<file path="src/rtl/regfile_rr_arbiter.sv">
// -----------------------------------------------------------------------------
// regfile_rr_arbiter
//
// Round-robin arbiter and sequencer in front of a shared 2**ADDR_W x DATA_W
// register array. Each requester issues one single-word read or write at a
// time through a req/gnt/ack handshake:
//   IDLE  -> pick next requester after the last winner, register one-hot gnt
//   GRANT -> if the winner still requests, perform the access; else abort
//   ACK   -> one-cycle ack pulse with rdata, then back to IDLE
//
// Ports:
//   clk    : clock, all state changes on the rising edge
//   rst_n  : asynchronous active-low reset (assert async, release sync)
//   req    : per-requester request level                  [NREQ]
//   we     : per-requester write enable (1 = write)       [NREQ]
//   addr   : packed addresses, requester k at [k*ADDR_W +: ADDR_W]
//   wdata  : packed write data, requester k at [k*DATA_W +: DATA_W]
//   gnt    : one-hot grant, held through GRANT and ACK    [NREQ]
//   ack    : one-hot one-cycle completion pulse           [NREQ]
//   rdata  : transaction data, meaningful only while ack != 0
//   busy   : high whenever the sequencer is not IDLE
//   perr   : (REGFILE_ARB_PARITY_EN only) pulses with ack when a read
//            returns a word whose stored even parity does not match
//
// Optional feature macro: REGFILE_ARB_PARITY_EN
//   Defined   -> each entry carries an even-parity bit, perr port exists.
//   Undefined -> plain data storage, no perr port.
//
// The array is cleared by reset, so it is built from resettable flops
// rather than a RAM macro.
// -----------------------------------------------------------------------------
module regfile_rr_arbiter #(
    parameter int NREQ   = 4,
    parameter int DATA_W = 8,
    parameter int ADDR_W = 5
) (
    input  logic                     clk,
    input  logic                     rst_n,
    input  logic [NREQ-1:0]          req,
    input  logic [NREQ-1:0]          we,
    input  logic [NREQ*ADDR_W-1:0]   addr,
    input  logic [NREQ*DATA_W-1:0]   wdata,
    output logic [NREQ-1:0]          gnt,
    output logic [NREQ-1:0]          ack,
    output logic [DATA_W-1:0]        rdata,
`ifdef REGFILE_ARB_PARITY_EN
    output logic                     perr,
`endif
    output logic                     busy
);

    localparam int DEPTH = 2**ADDR_W;
    localparam int IDX_W = $clog2(NREQ);
`ifdef REGFILE_ARB_PARITY_EN
    localparam int ENTRY_W = DATA_W + 1;   // {parity, data}
`else
    localparam int ENTRY_W = DATA_W;
`endif

    typedef enum logic [1:0] {
        IDLE  = 2'd0,
        GRANT = 2'd1,
        ACK   = 2'd2
    } state_t;

    state_t              state_reg, state_next;
    logic [NREQ-1:0]     gnt_reg, gnt_next;
    logic [NREQ-1:0]     ack_reg, ack_next;
    logic [DATA_W-1:0]   rdata_reg, rdata_next;
    logic [IDX_W-1:0]    last_reg, last_next;
`ifdef REGFILE_ARB_PARITY_EN
    logic                perr_reg, perr_next;
`endif

    // Unpacked per-requester views of the packed buses
    logic [ADDR_W-1:0]   addr_arr  [NREQ];
    logic [DATA_W-1:0]   wdata_arr [NREQ];

    generate
        for (genvar gi = 0; gi < NREQ; gi++) begin : g_unpack
            assign addr_arr[gi]  = addr[gi*ADDR_W +: ADDR_W];
            assign wdata_arr[gi] = wdata[gi*DATA_W +: DATA_W];
        end
    endgenerate

    // While in GRANT/ACK, last_reg is the current winner's index, so it
    // doubles as the select for the winner's request fields.
    logic                sel_req;
    logic                sel_we;
    logic [ADDR_W-1:0]   sel_addr;
    logic [DATA_W-1:0]   sel_wdata;

    assign sel_req   = req[last_reg];
    assign sel_we    = we[last_reg];
    assign sel_addr  = addr_arr[last_reg];
    assign sel_wdata = wdata_arr[last_reg];

    // -------------------------------------------------------------------------
    // Storage
    // -------------------------------------------------------------------------
    logic [ENTRY_W-1:0]  mem_reg [DEPTH];
    logic [ENTRY_W-1:0]  wr_entry;
    logic [ENTRY_W-1:0]  rd_entry;
    logic [DATA_W-1:0]   rd_data;
    logic                mem_wr_en;

`ifdef REGFILE_ARB_PARITY_EN
    // Even parity: stored bit equals XOR of the data, so XOR of the whole
    // entry is zero for an intact word.
    assign wr_entry = {^sel_wdata, sel_wdata};
`else
    assign wr_entry = sel_wdata;
`endif

    assign rd_entry = mem_reg[sel_addr];
    assign rd_data  = rd_entry[DATA_W-1:0];

    generate
        for (genvar gi = 0; gi < DEPTH; gi++) begin : g_mem
            always_ff @(posedge clk or negedge rst_n) begin
                if (!rst_n) begin
                    mem_reg[gi] <= '0;
                end else if (mem_wr_en && (sel_addr == ADDR_W'(gi))) begin
                    mem_reg[gi] <= wr_entry;
                end
            end
        end
    endgenerate

    // -------------------------------------------------------------------------
    // Round-robin winner: first set req bit scanning last+1, last+2, ...
    // -------------------------------------------------------------------------
    logic [IDX_W-1:0]    win_idx;
    logic                win_found;
    logic [IDX_W-1:0]    cand_idx;

    always_comb begin
        win_idx   = last_reg;
        win_found = 1'b0;
        cand_idx  = '0;
        for (int i = 1; i <= NREQ; i++) begin
            cand_idx = IDX_W'((int'(last_reg) + i) % NREQ);
            if (!win_found && req[cand_idx]) begin
                win_found = 1'b1;
                win_idx   = cand_idx;
            end
        end
    end

    // -------------------------------------------------------------------------
    // Sequencer
    // -------------------------------------------------------------------------
    always_comb begin
        state_next = state_reg;
        gnt_next   = gnt_reg;
        ack_next   = '0;
        rdata_next = rdata_reg;
        last_next  = last_reg;
        mem_wr_en  = 1'b0;
`ifdef REGFILE_ARB_PARITY_EN
        perr_next  = 1'b0;
`endif
        case (state_reg)
            IDLE: begin
                if (win_found) begin
                    gnt_next   = NREQ'(1) << win_idx;
                    last_next  = win_idx;
                    state_next = GRANT;
                end
            end
            GRANT: begin
                if (sel_req) begin
                    if (sel_we) begin
                        mem_wr_en  = 1'b1;
                        rdata_next = sel_wdata;
                    end else begin
                        rdata_next = rd_data;
`ifdef REGFILE_ARB_PARITY_EN
                        perr_next  = ^rd_entry;
`endif
                    end
                    ack_next   = gnt_reg;
                    state_next = ACK;
                end else begin
                    // Winner withdrew: abort without touching the array.
                    // last_reg stays advanced so the next scan moves on.
                    gnt_next   = '0;
                    state_next = IDLE;
                end
            end
            ACK: begin
                gnt_next   = '0;
                state_next = IDLE;
            end
            default: begin
                gnt_next   = '0;
                state_next = IDLE;
            end
        endcase
    end

    always_ff @(posedge clk or negedge rst_n) begin
        if (!rst_n) begin
            state_reg <= IDLE;
            gnt_reg   <= '0;
            ack_reg   <= '0;
            rdata_reg <= '0;
            last_reg  <= IDX_W'(NREQ - 1);
`ifdef REGFILE_ARB_PARITY_EN
            perr_reg  <= 1'b0;
`endif
        end else begin
            state_reg <= state_next;
            gnt_reg   <= gnt_next;
            ack_reg   <= ack_next;
            rdata_reg <= rdata_next;
            last_reg  <= last_next;
`ifdef REGFILE_ARB_PARITY_EN
            perr_reg  <= perr_next;
`endif
        end
    end

    assign gnt   = gnt_reg;
    assign ack   = ack_reg;
    assign rdata = rdata_reg;
    assign busy  = (state_reg != IDLE);
`ifdef REGFILE_ARB_PARITY_EN
    assign perr  = perr_reg;
`endif

endmodule

</file>
<file path="config.mk">
export PLATFORM = sky130hd
export DESIGN_NAME = regfile_rr_arbiter
export DESIGN_NICKNAME = d
export VERILOG_FILES = /design/src/rtl/regfile_rr_arbiter.sv
export SDC_FILE = /design/constraint.sdc
export NUM_CORES = 1
export LEC_CHECK = 0
export CORE_AREA = 2 2 156 158
export CTS_BUF_LIST = sky130_fd_sc_hd__clkbuf_8 sky130_fd_sc_hd__clkbuf_16
export CTS_CLUSTER_SIZE = 30
export DETAILED_ROUTE_END_ITERATION = 6
export DIE_AREA = 0 0 158 160
export PLACE_DENSITY = 0.79
export SYNTH_ARGS = -nofsm -noshare
export SYNTH_HDL_FRONTEND = slang
export SYNTH_SLANG_ARGS = --single-unit
export TNS_END_PERCENT = 30
</file>
<file path="constraint.sdc">
create_clock -name clk -period 4.3 [get_ports clk]
set_input_delay 1.075 -clock clk [delete_from_list [all_inputs] [get_ports clk]]
set_output_delay 1.075 -clock clk [all_outputs]
set_load 0.01 [all_outputs]
</file>
-- Yosys cells after proc, flatten, opt, wreduce, memory -nomap -nowiden
Cells that the tools add are included.
- output and inout port bits: 17
- flip-flop bits (word level): 276
- equal/unequal tests: 33
- shift operators: 1
- reduce and logical (&&, ||, !) cells: 43
- bitwise logic cells: 2
- magnitude comparators: 7
- muxes and demuxes: 40
- $add $sub $neg: 4
- operators with widths (operator ; number):
    5-bit == test, second input constant ; 16
    8-bit binary-select mux with 5-bit select ; 1
    5-bit by 4-bit == test with 1-bit output, second input constant ; 8
    8-bit two-way mux ; 5
    1-bit logical AND ; 35
    5-bit by 3-bit == test with 1-bit output, second input constant ; 4
    8-bit binary-select mux with 2-bit select ; 1
    2-bit by 3-bit less-than comparator with 1-bit output, second input constant ; 5
    1-bit two-way mux ; 13
    1-bit binary-select mux with 2-bit select ; 6
    2-bit two-way mux ; 6
    4-bit two-way mux ; 3
    5-bit binary-select mux with 2-bit select ; 1
    5-bit by 2-bit == test with 1-bit output, second input constant ; 2
    5-bit two-way mux ; 2
    4-bit one-hot mux with 2 select lines ; 1
    6-bit >= comparator, second input constant ; 1
    5-bit inverter with 6-bit output ; 1
    5-bit by 1-bit == test with 1-bit output, second input constant ; 1
    5-bit zero test ; 1
    2-bit by 1-bit adder with 2-bit output, second input constant ; 2
    2-bit adder, second input constant ; 2
    2-bit one-hot mux with 2 select lines ; 1
    2-bit AND reduction ; 2
    other kinds (8) ; 10

-- Logic depth before layout (Yosys ltp)
- word-level depth: 16
- mapped depth: 10
- gate-level depth less buffers: 7

-- Least setup slack after synthesis
No wires, ideal clock.
- path type: input -> register
- start: input port addr[7]
- end: register mem_reg[160] (netlist bit)
- data required time: 4.175 ns
- arrival: 2.873 ns
- slack: 1.302 ns
- cell stages on the path: 6
- setup time: 0.125 ns
- path through: mux4_1 -> nor2b_1 -> buf_2 -> nand3_4 -> nor2_8 -> mux2_2
- word-level cells in the longest chain between the ends: 5
- ends and longest elaborated chain (what ; RTL line ; RTL):
    start: declaration ; 41 ; input logic [NREQ*ADDR_W-1:0] addr,
    5-bit binary-select mux with 2-bit select ; 95 ; assign sel_addr = addr_arr[last_reg];
    5-bit two-way mux (not written as such) (2 in a row) ; 95 ;
    5-bit by 4-bit == test with 1-bit output ; 123 ; end else if (mem_wr_en && (sel_addr == ADDR_W'(gi))) begin
    1-bit logical AND ; 123 ;
    end signal: indexed assignment ; 124 ; mem_reg[gi] <= wr_entry;
    end: declaration ; 101 ; logic [ENTRY_W-1:0] mem_reg [DEPTH];
Every way passes these cells. The select of a mux whose other input is x is not followed.
A chain may end at the register's enable or synchronous reset.

-- Final worst setup path
- start: register last_reg[1]
- end: register mem_reg[183] (netlist bit)
- word-level cells in the longest chain between the ends: 6
- elaborated cells on any way between the ends: 16
- classes of those cells: eq/ne (1); mux (13); bitwise (1); reduce/logical (1)
- ends and longest elaborated chain (what ; RTL line ; RTL):
    start: declaration ; 70 ; logic [IDX_W-1:0] last_reg, last_next;
    start signal: assignment ; 208 ; last_reg <= IDX_W'(NREQ - 1);
    start signal: assignment ; 217 ; last_reg <= last_next;
    2-bit inverter with 3-bit output (not written as such) or 1-bit binary-select mux with 2-bit select (tied branches) ; 95, 96, 94 ;
    5-bit binary-select mux with 2-bit select or 1-bit two-way mux (tied branches) ; 95, 94 ;
    5-bit two-way mux (not written as such) or 1-bit two-way mux (tied branches) ; 95, 173 ;
    5-bit two-way mux (not written as such) or 1-bit two-way mux (tied branches) ; 95, 172 ;
    5-bit by 4-bit == test with 1-bit output or 1-bit two-way mux (tied branches) ; 123, 163 ;
    1-bit logical AND ; 123 ;
Parallel ways exist; a longest one is shown, timed or not. The select of a mux whose other input is x is not followed.

==> impl_results.md <==
- Status: completed
- Longest Clk Path Bufs: 3
- Fraction of layout cells with a size suffix above 1: 0.302
- Die width: 158 um
- Via total after detailed routing: 8730
- Worst-Margin Slew: 898 ps
- Clock latency on the worst-skew pair: 540 ps
- Pre-Repair DR Iteration Count: 5
- Post-cts repair resize count: 0
- Routed Antenna Nets: 0
- Average wire per standard cell: 22.9 um
- DPL Wire Length: between 20 and 25 mm
- Type of the most critical hold path: flop to flop
- Layout Skew: around 9.2 ps
- Non-filler instance count after layout: 1406
- GRT Residual Overflow: 0
- Prevailing post-synth register cell: sky130_fd_sc_hd__dfrtp_1
- Standby leakage power: 7.79 nW
- # DRC: 0
- Synthesized cell area: 13900 sq um
- Effective utilization at floorplan: 0.582
- Area growth from synthesis to final layout: 14.2%
- Largest net degree at the start of global routing: 112
- Count of input and output buffers: 78
- Max-capacitance violation count: 0
- Worst Path Arrival: 3840 ps
- First DRT Iteration DRCs: 748
- Flop-to-flop setup slack: 880 ps
- Type of element launching the critical path: flop
- Post-synth EDFFs: 0
- Sequential fraction of the synthesis area: 0.498
- Antenna violations before repair: 0
- Clock Tree Root: sky130_fd_sc_hd__clkbuf_16
- Cell types occupying the most area after synthesis: sky130_fd_sc_hd__dfrtp_1 (49%), sky130_fd_sc_hd__mux2_2 (14%), sky130_fd_sc_hd__mux2_1 (7.1%), sky130_fd_sc_hd__mux2i_1 (6.9%), sky130_fd_sc_hd__mux4_2 (5.8%)
- TritonCTS Sinks: roughly 280
- Die height: approximately 160 um
- Global routing usage summed across all routing layers: 0.261
- Clock-pin slew on the worst setup and hold paths: 60 ps
- CP required: 4720 ps
- Worst hold path stage count: 1
- Inst Count DP: approximately 1.4k
- Synth Register Bits: 276
- Antenna diode instance count: 0
- Via-to-Cell Ratio: roughly 6.2
- Max Freq: 0.292 GHz
- RSZ-0062 raised after global routing: false
- Routed Wire Length: approximately 32 mm
- Final worst-path cycle share: 0.796
- Yosys cell types: 53
- Wire length of the first global-routing pass: 51.1 mm
- Max-slew headroom: 0.402
- Min-delay src: mem_reg[157]$_DFFE_PN0P_
- Final total negative setup slack: 0 ps
- Depth of the worst register-to-register path: 6
- Final hold viol count: 0
- Power per cell area: between 600 and 700 nW/um^2
- Vias in the first global route: 8844
- Synth warn: 0
- Top-level I/O count: between 70 and 80
- Post-CTS Hold Fix Bufs: 0
- Worst Setup Path Type: flop to flop
- Number of standard-cell rows in the floorplan: 57
- Post-synthesis async set-or-reset flop share: 1.00
- Yosys top cell by area: sky130_fd_sc_hd__dfrtp_1
- Overall die area: 25300 sq um
- Post-Syn Instances: 998
- Startpoint of the worst register-to-register path: last_reg[1]$_DFFE_PN1P_
- Syn avg cell area: 13.9 sq um
- Critical path capture point type: flop
- IR drop worst, VDD: 0.426 mV
- CTS Buf Count: 29
- Number of nets produced by synthesis: 1060
- Post-CTS setup-driven buffer insertion count: 0
- RD Place Congestion: 0.865
- Number of pins with negative max-slew slack in the final report: 0
- Clock tree from TritonCTS: built
- Placeable core region: around 24000 sq um
- R2R Path End: mem_reg[183]$_DFFE_PN0P_
- Total number of nets in the final design: 1124
- Setup Viol. Count Final: 0
- Critical path fanouts, max: 31
- H-tree levels: 1
- Max reg flops: ~260
- Hold EP: mem_reg[157]$_DFFE_PN0P_
- Final critical delay including setup and external delays: between 3000 and 4000 ps
- Yosys top cell area share: 0.494
stage by stage:
| stage | cell area, sq um | worst slack [ps] | hold slack [ps] | util | total power [mW] |
|---|---|---|---|---|---|
| after floorplan | 13900 | 1300 | 453 | - | 6.81 |
| after CTS | 15800 | 878 | 485 | 0.665 | 10.6 |
| after global routing | 15800 | 755 | 501 | 0.665 | 11.1 |
| after detailed placement | 14900 | 407 | 471 | 0.624 | 8.00 |
| final | 15800 | 876 | 484 | 0.665 | 10.6 |
| after global placement | 14900 | 471 | 466 | 0.624 | 7.89 |
layout make-up:
cell class	instances	area, sq um
Clock inverter	16	173
Inverter	5	18.8
Clock buffer	35	808
Multi-Input combinational cell	647	6510
Tap cell	324	405
Fill cell	1730	7980
Sequential cell	276	6910
Timing Repair Buffer	103	1010
cell usage in the layout, fill, tap and decap left out, drive strengths merged, types with 2 or more instances in the layout:
cell,instances
nor3,7
clkbuf,35
a21o,8
nand2,59
o22ai,8
dfrtp,274
a2bb2oi,8
inv,13
nand3,49
a221o,8
mux4,37
clkinv,4
a311oi,8
and2,4
nand2b,5
o21ai,12
mux2,261
nor2,35
a21oi,12
dfstp,2
nand4,2
o311ai,8
bufinv,4
buf,26
mux2i,95
clkdlybuf4s50,77
a31oi,9
critical path, cell delays in order (launching register included):
cell,delay (ps)
sky130_fd_sc_hd__dfstp_2,970
sky130_fd_sc_hd__mux4_2,540
sky130_fd_sc_hd__buf_4,340
sky130_fd_sc_hd__nor2b_1,300
sky130_fd_sc_hd__nand3_4,430
sky130_fd_sc_hd__nor2_8,340
sky130_fd_sc_hd__mux2_2,370
cells in the mapped netlist, types with 2 or more instances:
cell	number
sky130_fd_sc_hd__nand3_2	6
sky130_fd_sc_hd__a221o_1	8
sky130_fd_sc_hd__o21ai_0	10
sky130_fd_sc_hd__a311oi_1	8
sky130_fd_sc_hd__inv_1	3
sky130_fd_sc_hd__buf_6	5
sky130_fd_sc_hd__nor3_2	3
sky130_fd_sc_hd__buf_4	10
sky130_fd_sc_hd__mux2i_1	95
sky130_fd_sc_hd__nand3_1	41
sky130_fd_sc_hd__clkbuf_1	34
sky130_fd_sc_hd__nor3_1	4
sky130_fd_sc_hd__nand2b_1	5
sky130_fd_sc_hd__o22ai_1	8
sky130_fd_sc_hd__mux2_1	88
sky130_fd_sc_hd__a21o_1	8
sky130_fd_sc_hd__and2_1	4
sky130_fd_sc_hd__buf_12	5
sky130_fd_sc_hd__a2bb2oi_1	8
sky130_fd_sc_hd__buf_2	16
sky130_fd_sc_hd__mux2_2	172
sky130_fd_sc_hd__nand3_4	2
sky130_fd_sc_hd__nor2_4	9
sky130_fd_sc_hd__nor2_8	12
sky130_fd_sc_hd__dfrtp_1	274
sky130_fd_sc_hd__a21oi_1	12
sky130_fd_sc_hd__nor2_1	14
sky130_fd_sc_hd__a31oi_1	9
sky130_fd_sc_hd__dfstp_2	2
sky130_fd_sc_hd__nand2_2	9
sky130_fd_sc_hd__mux4_2	36
sky130_fd_sc_hd__o311ai_1	8
sky130_fd_sc_hd__nand2_1	50
layer usage:
layer,track usage,routed length [um]
met1,0.383,14100
met3,0.0442,2170
met2,0.404,14900
met4,0.0770,931
met5,0,0
cell families (layout without fill, tap and decap cells):
logic type | after synthesis | in the layout | synth area share
AO/OA/AOI/OAI | 85 | 85 | 0.0445
flip-flops | 276 | 276 | 0.498
multiplexers | 393 | 393 | 0.341
buffers and inverters | 75 | 159 | 0.0330
AND/OR/NAND/NOR | 169 | 169 | 0.0834
how the worst max path moves through the flow:
stage / slack, ps / depth (start not counted) / end / from
4_1_cts: 880 / 5 / mem_reg[109]$_DFFE_PN0P_ / last_reg[0]$_DFFE_PN1P_
3_3_place_gp: 470 / 7 / rdata[1]$_DFFE_PN0P_ / addr[11]
5_1_grt: 750 / 7 / rdata[0]$_DFFE_PN0P_ / last_reg[0]$_DFFE_PN1P_
3_5_place_dp: 410 / 9 / mem_reg[109]$_DFFE_PN0P_ / req[3]
6_report: 880 / 6 / mem_reg[183]$_DFFE_PN0P_ / last_reg[1]$_DFFE_PN1P_
2_1_floorplan: 1300 / 6 / mem_reg[160]$_DFFE_PN0P_ / addr[7]
power breakdown:
| part | total [mW] | internal, mW | switching [mW] |
|---|---|---|---|
| sequential | 3.78 | 3.31 | 0.468 |
| combinational | 4.24 | 1.74 | 2.49 |
| clock | 2.56 | 1.56 | 1.01 |
| total | 10.6 | 6.61 | 3.97 |
Power figures use the tool's default switching activity.
